### src/rtl/bcd_down_timer.sv
// ---------------------------------------------------------------------------
// bcd_down_timer
//
// Multi-digit packed-BCD countdown timer. A start value is loaded, then the
// count steps down by one on every qualified tick (x) while running. Reaching
// zero from one raises a one-cycle done pulse and parks the timer in DONE.
//
// Optional feature macro: BCD_DOWN_TIMER_AUTORELOAD_EN
//   When defined, terminal count reloads the last loaded value instead of
//   entering DONE, so the timer becomes a periodic N-tick divider.
//
// Parameters:
//   DIGITS     number of BCD digits (1..8)
//
// Ports:
//   clk        system clock, rising edge
//   reset      asynchronous active-low reset
//   x          count tick enable
//   load       load load_val (illegal digits saturate to 9), go to IDLE
//   load_val   packed BCD start value, digit 0 in bits [3:0]
//   start      begin or resume counting
//   stop       pause counting
//   bcd_out    current count, packed BCD, digit 0 in bits [3:0]
//   running    high while in RUN
//   zero       high while the count is all zeros
//   done       one-cycle registered pulse on terminal count
//   state_dbg  current FSM state encoding (IDLE=0, RUN=1, PAUSE=2, DONE=3)
//
// Input priority each cycle: load > stop > start > x.
// ---------------------------------------------------------------------------
module bcd_down_timer #(
    parameter int DIGITS = 4
) (
    input  logic                  clk,
    input  logic                  reset,
    input  logic                  x,
    input  logic                  load,
    input  logic [4*DIGITS-1:0]   load_val,
    input  logic                  start,
    input  logic                  stop,
    output logic [4*DIGITS-1:0]   bcd_out,
    output logic                  running,
    output logic                  zero,
    output logic                  done,
    output logic [1:0]            state_dbg
);

    localparam int W = 4 * DIGITS;

    typedef enum logic [1:0] {
        IDLE  = 2'd0,
        RUN   = 2'd1,
        PAUSE = 2'd2,
        DONE  = 2'd3
    } state_t;

    state_t         state_q, state_d;
    logic [W-1:0]   count_q, count_d;
    logic [W-1:0]   load_sat;
    logic [W-1:0]   count_dec;
    logic           done_q, done_d;
    logic           count_one;
    logic           tick;
    logic           borrow;

`ifdef BCD_DOWN_TIMER_AUTORELOAD_EN
    logic [W-1:0]   reload_q, reload_d;
`endif

    // Saturate any non-BCD digit of the load value to 9.
    always_comb begin
        load_sat = '0;
        for (int i = 0; i < DIGITS; i++) begin
            load_sat[4*i +: 4] = (load_val[4*i +: 4] > 4'd9) ? 4'd9 : load_val[4*i +: 4];
        end
    end

    // Decrement with a combinational borrow ripple: a digit at 0 wraps to 9
    // and passes the borrow upward; the first nonzero digit absorbs it.
    always_comb begin
        count_dec = count_q;
        borrow    = 1'b1;
        for (int i = 0; i < DIGITS; i++) begin
            if (borrow) begin
                if (count_q[4*i +: 4] == 4'd0) begin
                    count_dec[4*i +: 4] = 4'd9;
                end else begin
                    count_dec[4*i +: 4] = count_q[4*i +: 4] - 4'd1;
                    borrow              = 1'b0;
                end
            end
        end
    end

    assign zero      = (count_q == '0);
    assign count_one = (count_q == W'(1));
    // The zero guard keeps the count from ever wrapping below 0.
    assign tick      = (state_q == RUN) && x && !zero;

    always_comb begin
        state_d = state_q;
        count_d = count_q;
        done_d  = 1'b0;
`ifdef BCD_DOWN_TIMER_AUTORELOAD_EN
        reload_d = reload_q;
`endif
        if (load) begin
            count_d = load_sat;
            state_d = IDLE;
`ifdef BCD_DOWN_TIMER_AUTORELOAD_EN
            reload_d = load_sat;
`endif
        end else if (stop) begin
            if (state_q == RUN) begin
                state_d = PAUSE;
            end
        end else if (start && ((state_q == IDLE && !zero) || state_q == PAUSE)) begin
            // Entering RUN consumes the cycle: a coincident x does not count.
            state_d = RUN;
        end else if (tick) begin
            if (count_one) begin
                done_d = 1'b1;
`ifdef BCD_DOWN_TIMER_AUTORELOAD_EN
                count_d = reload_q;
`else
                count_d = '0;
                state_d = DONE;
`endif
            end else begin
                count_d = count_dec;
            end
        end
    end

    always_ff @(posedge clk or negedge reset) begin
        if (!reset) begin
            state_q <= IDLE;
            count_q <= '0;
            done_q  <= 1'b0;
        end else begin
            state_q <= state_d;
            count_q <= count_d;
            done_q  <= done_d;
        end
    end

`ifdef BCD_DOWN_TIMER_AUTORELOAD_EN
    always_ff @(posedge clk or negedge reset) begin
        if (!reset) begin
            reload_q <= '0;
        end else begin
            reload_q <= reload_d;
        end
    end
`endif

    assign bcd_out   = count_q;
    assign running   = (state_q == RUN);
    assign done      = done_q;
    assign state_dbg = state_q;

endmodule

### config.mk
export PLATFORM = sky130hd
export DESIGN_NAME = bcd_down_timer
export DESIGN_NICKNAME = d
export VERILOG_FILES = /design/src/rtl/bcd_down_timer.sv
export SDC_FILE = /design/constraint.sdc
export NUM_CORES = 1
export LEC_CHECK = 0
export ABC_AREA = 1
export CAP_MARGIN = 20
export CORE_ASPECT_RATIO = 0.5
export CORE_MARGIN = 2
export CORE_UTILIZATION = 51
export CTS_CLUSTER_SIZE = 40
export DETAILED_ROUTE_END_ITERATION = 7
export PLACE_DENSITY = 0.82
export SYNTH_ARGS = -nofsm -noshare
export SYNTH_HDL_FRONTEND = slang
export SYNTH_SLANG_ARGS = --single-unit
### constraint.sdc
create_clock -name clk -period 2.93 [get_ports clk]
set_input_delay 0.293 -clock clk [delete_from_list [all_inputs] [get_ports clk]]
set_output_delay 0.293 -clock clk [all_outputs]
set_load 0.05 [all_outputs]
==> impl_metrics.toml <==
[finish]
regArea_um2 = 475.5
mostFrequentLayoutCells = "nand2_1 (54), clkdlybuf4s50_1 (42), inv_1 (29), nand3_1 (28), dfrtp_1 (19)"
nets = 285
layout_commonest_cell = "nand2_1"
diodes = 0
final_cells = 291
layout-drive-gt1-share = 0.1063
multi_input_area_um2 = 888.4
area_delta_synth_final_pct = 32.70
fill_cells = 225
utilization = 0.7391

[routing]
firstDrtPassIters = 4
drcViolationCount = 0
vias_per_cell = 5.127
drt_iter0_markers = 113
routedWlPerCell_um = 13.06
routed_wl_um = 3801
postRouteAntennaNets = 0
via_count = 1492

[run_status]
status = "complete, no violations"

[clocking]
cts_resized = 0
clock_path_buffers = 2
cts_setup_buffers = 0
h-tree-depth = 1
clock_latency_ns = 0.26
cts_buffers = 3
clock-root-buffer = "clkbuf_8"
postCtsHoldBufs = 0
clkSinkCount = 19
cts.clk_slew.worst_paths_ns = 0.08
cts_tree = "built"

[timing]
min_period_over_period = 0.8732
finalClockSkew_ns = 0.007585
setup_ws_ns = 0.3715
slew_headroom = 0.4014
period_needed_ns = 2.559
worst_slew_pin_slew_ns = 0.8952
grt_setup_unrepaired = "no"
finalHoldViolCount = 0
fmax_mhz = 390.8
setup_viol = 0
slew_violations = 0
setup_tns_ns = 0

[yosys]
ys_ff_latch = 19
synth_xor_xnor_area_share = 0.02912
synth_compound_area_frac = 0.1073
ys_warn_count = 0
syn-instance-count = 211
synthSimpleGateAreaFrac = 0.3877
synth_top_family_by_area = "simple AND/OR/NAND/NOR gates"
synthMuxAreaShare = 0
mappedNetlistArea_um2 = 1504
syn-num-nets = 241
synthAdderAreaFrac = 0.06656
ys_types = 30
syn_area_per_cell_um2 = 7.128
yosysSeqAreaShare = 0.3161

[power]
power_mw = 1.641
p_leak_nw = 0.9966
powerDensity_nw_per_um2 = 822.1
ir_worst_vdd_uv = 445.0

[place]
port_buffers = 42
gp_congestion = 0.8697
dp_cells = 287
pre_cts_ws_ns = 0.6720
place_hpwl_um = 2955

[grt]
antenna_found_initial = 0
grt_max_degree = 20
grt_pass1_wl_um = 6313
globalRouteOverflowTotal = 0
grt_pass1_vias = 1383
track_usage = 0.2392

[die]
rows = 13
io_pins = 43
core_um2 = 2700
die_area_um2 = 3426
die_w_um = 80.80
start_util = 0.5570
die_y_um = 42.40

[worst_setup_path]
cp_max_fo = 5
worstSetupEndpointType = "output pin"
critPathKind = "flip-flop to output pin"
arrival_ns = 2.27
required_ns = 2.64
startpoint_type = "flip-flop"

[hold_path]
hold_path.class = "flip-flop to flip-flop"

[flow_run]
maxCapViolCount = 0
## sequential cells by signal (all words and copies together) (netlist names)
register,cells
done,1
state_dbg,2
bcd_out,16
## synth_stat cells
cell type	count	area [µm²]
nand2_1	54	202.7
inv_1	29	108.9
nand3_1	28	140.1
dfrtp_1	19	475.5
nor2_1	11	41.29
o21ai_0	10	50.05
a21oi_1	8	40.04
ha_1	8	100.1
nand2_2	7	43.79
o22ai_1	6	37.54
xnor2_1	4	35.03
inv_2	3	11.26
nand3_2	2	20.02
nand3_4	2	35.03
nor2_2	2	12.51
nor2_4	2	22.52
o21ai_1	2	10.01
or2_2	2	12.51
a21boi_0	1	7.510
and2_4	1	8.760
and3_1	1	6.260
buf_2	1	5.000
buf_6	1	11.26
clkbuf_1	1	3.750
nand2_4	1	11.26
nand4_1	1	6.260
nor2_8	1	20.02
o211ai_1	1	7.510
o21ai_2	1	8.760
xor2_1	1	8.760
## through the flow
stage	instance area, µm²	hold WS, ns
6_report	1996	0.5096
2_1_floorplan	1504	-0.002591
3_3_place_gp	1951	0.4811
4_1_cts	1996	0.5083
5_1_grt	1996	0.5198
3_5_place_dp	1951	0.4872
## cell families (layout without fill, tap and decap cells)
group	after synthesis	after routing
compound gates	29	29
buf+inv	35	78
flops	19	19
xor+xnor	5	5
fa+ha+maj	8	8
simple gates	115	115
## path summary, 6_finish.rpt
path	startpoint	end	slack, ns	cells after the start
max in group asynchronous	reset	bcd_out[3]$_DFFE_PN0P_	1.84	1
worst max-delay path	bcd_out[8]$_DFFE_PN0P_	zero	0.37	7
worst max register to register	bcd_out[4]$_DFFE_PN0P_	bcd_out[15]$_DFFE_PN0P_	1.09	10
worst min register to register	bcd_out[5]$_DFFE_PN0P_	bcd_out[5]$_DFFE_PN0P_	0.51	2
worst min-delay path	bcd_out[5]$_DFFE_PN0P_	bcd_out[5]$_DFFE_PN0P_	0.51	2
min in group asynchronous	reset	bcd_out[0]$_DFFE_PN0P_	0.54	1
## cell type report
cell class                      count  share of cell area
Inverter                           32             0.06019
Multi-Input combinational cell    157              0.4451
Clock buffer                        4             0.02257
Sequential cell                    19              0.2382
Tap cell                           37             0.02320
Timing Repair Buffer               42              0.2107
## power by group
group | internal, mW | switching (mW) | total, mW
Clock | 0.0968 | 0.0898 | 0.187
Sequential | 0.341 | 0.0949 | 0.436
Combinational | 0.369 | 0.649 | 1.02
Total | 0.807 | 0.834 | 1.64
## worst max-delay path, cell delays in order (launching register included)
cell and delay [ns]:
dfrtp_1 0.41, inv_1 0.12, ha_1 0.22, nand3_2 0.16
nor2_8 0.15, nand2_2 0.09, inv_1 0.06, clkdlybuf4s50_1 0.79
## per-layer routing
layer,up-vias,wire length [µm],global-route usage
met4,0,4,0.04068
met3,2,197,0.05819
li1,764,-,-
met1,687,1862,0.3356
met5,-,0,0
met2,39,1736,0.3800
(Power assumes the default switching activity.)
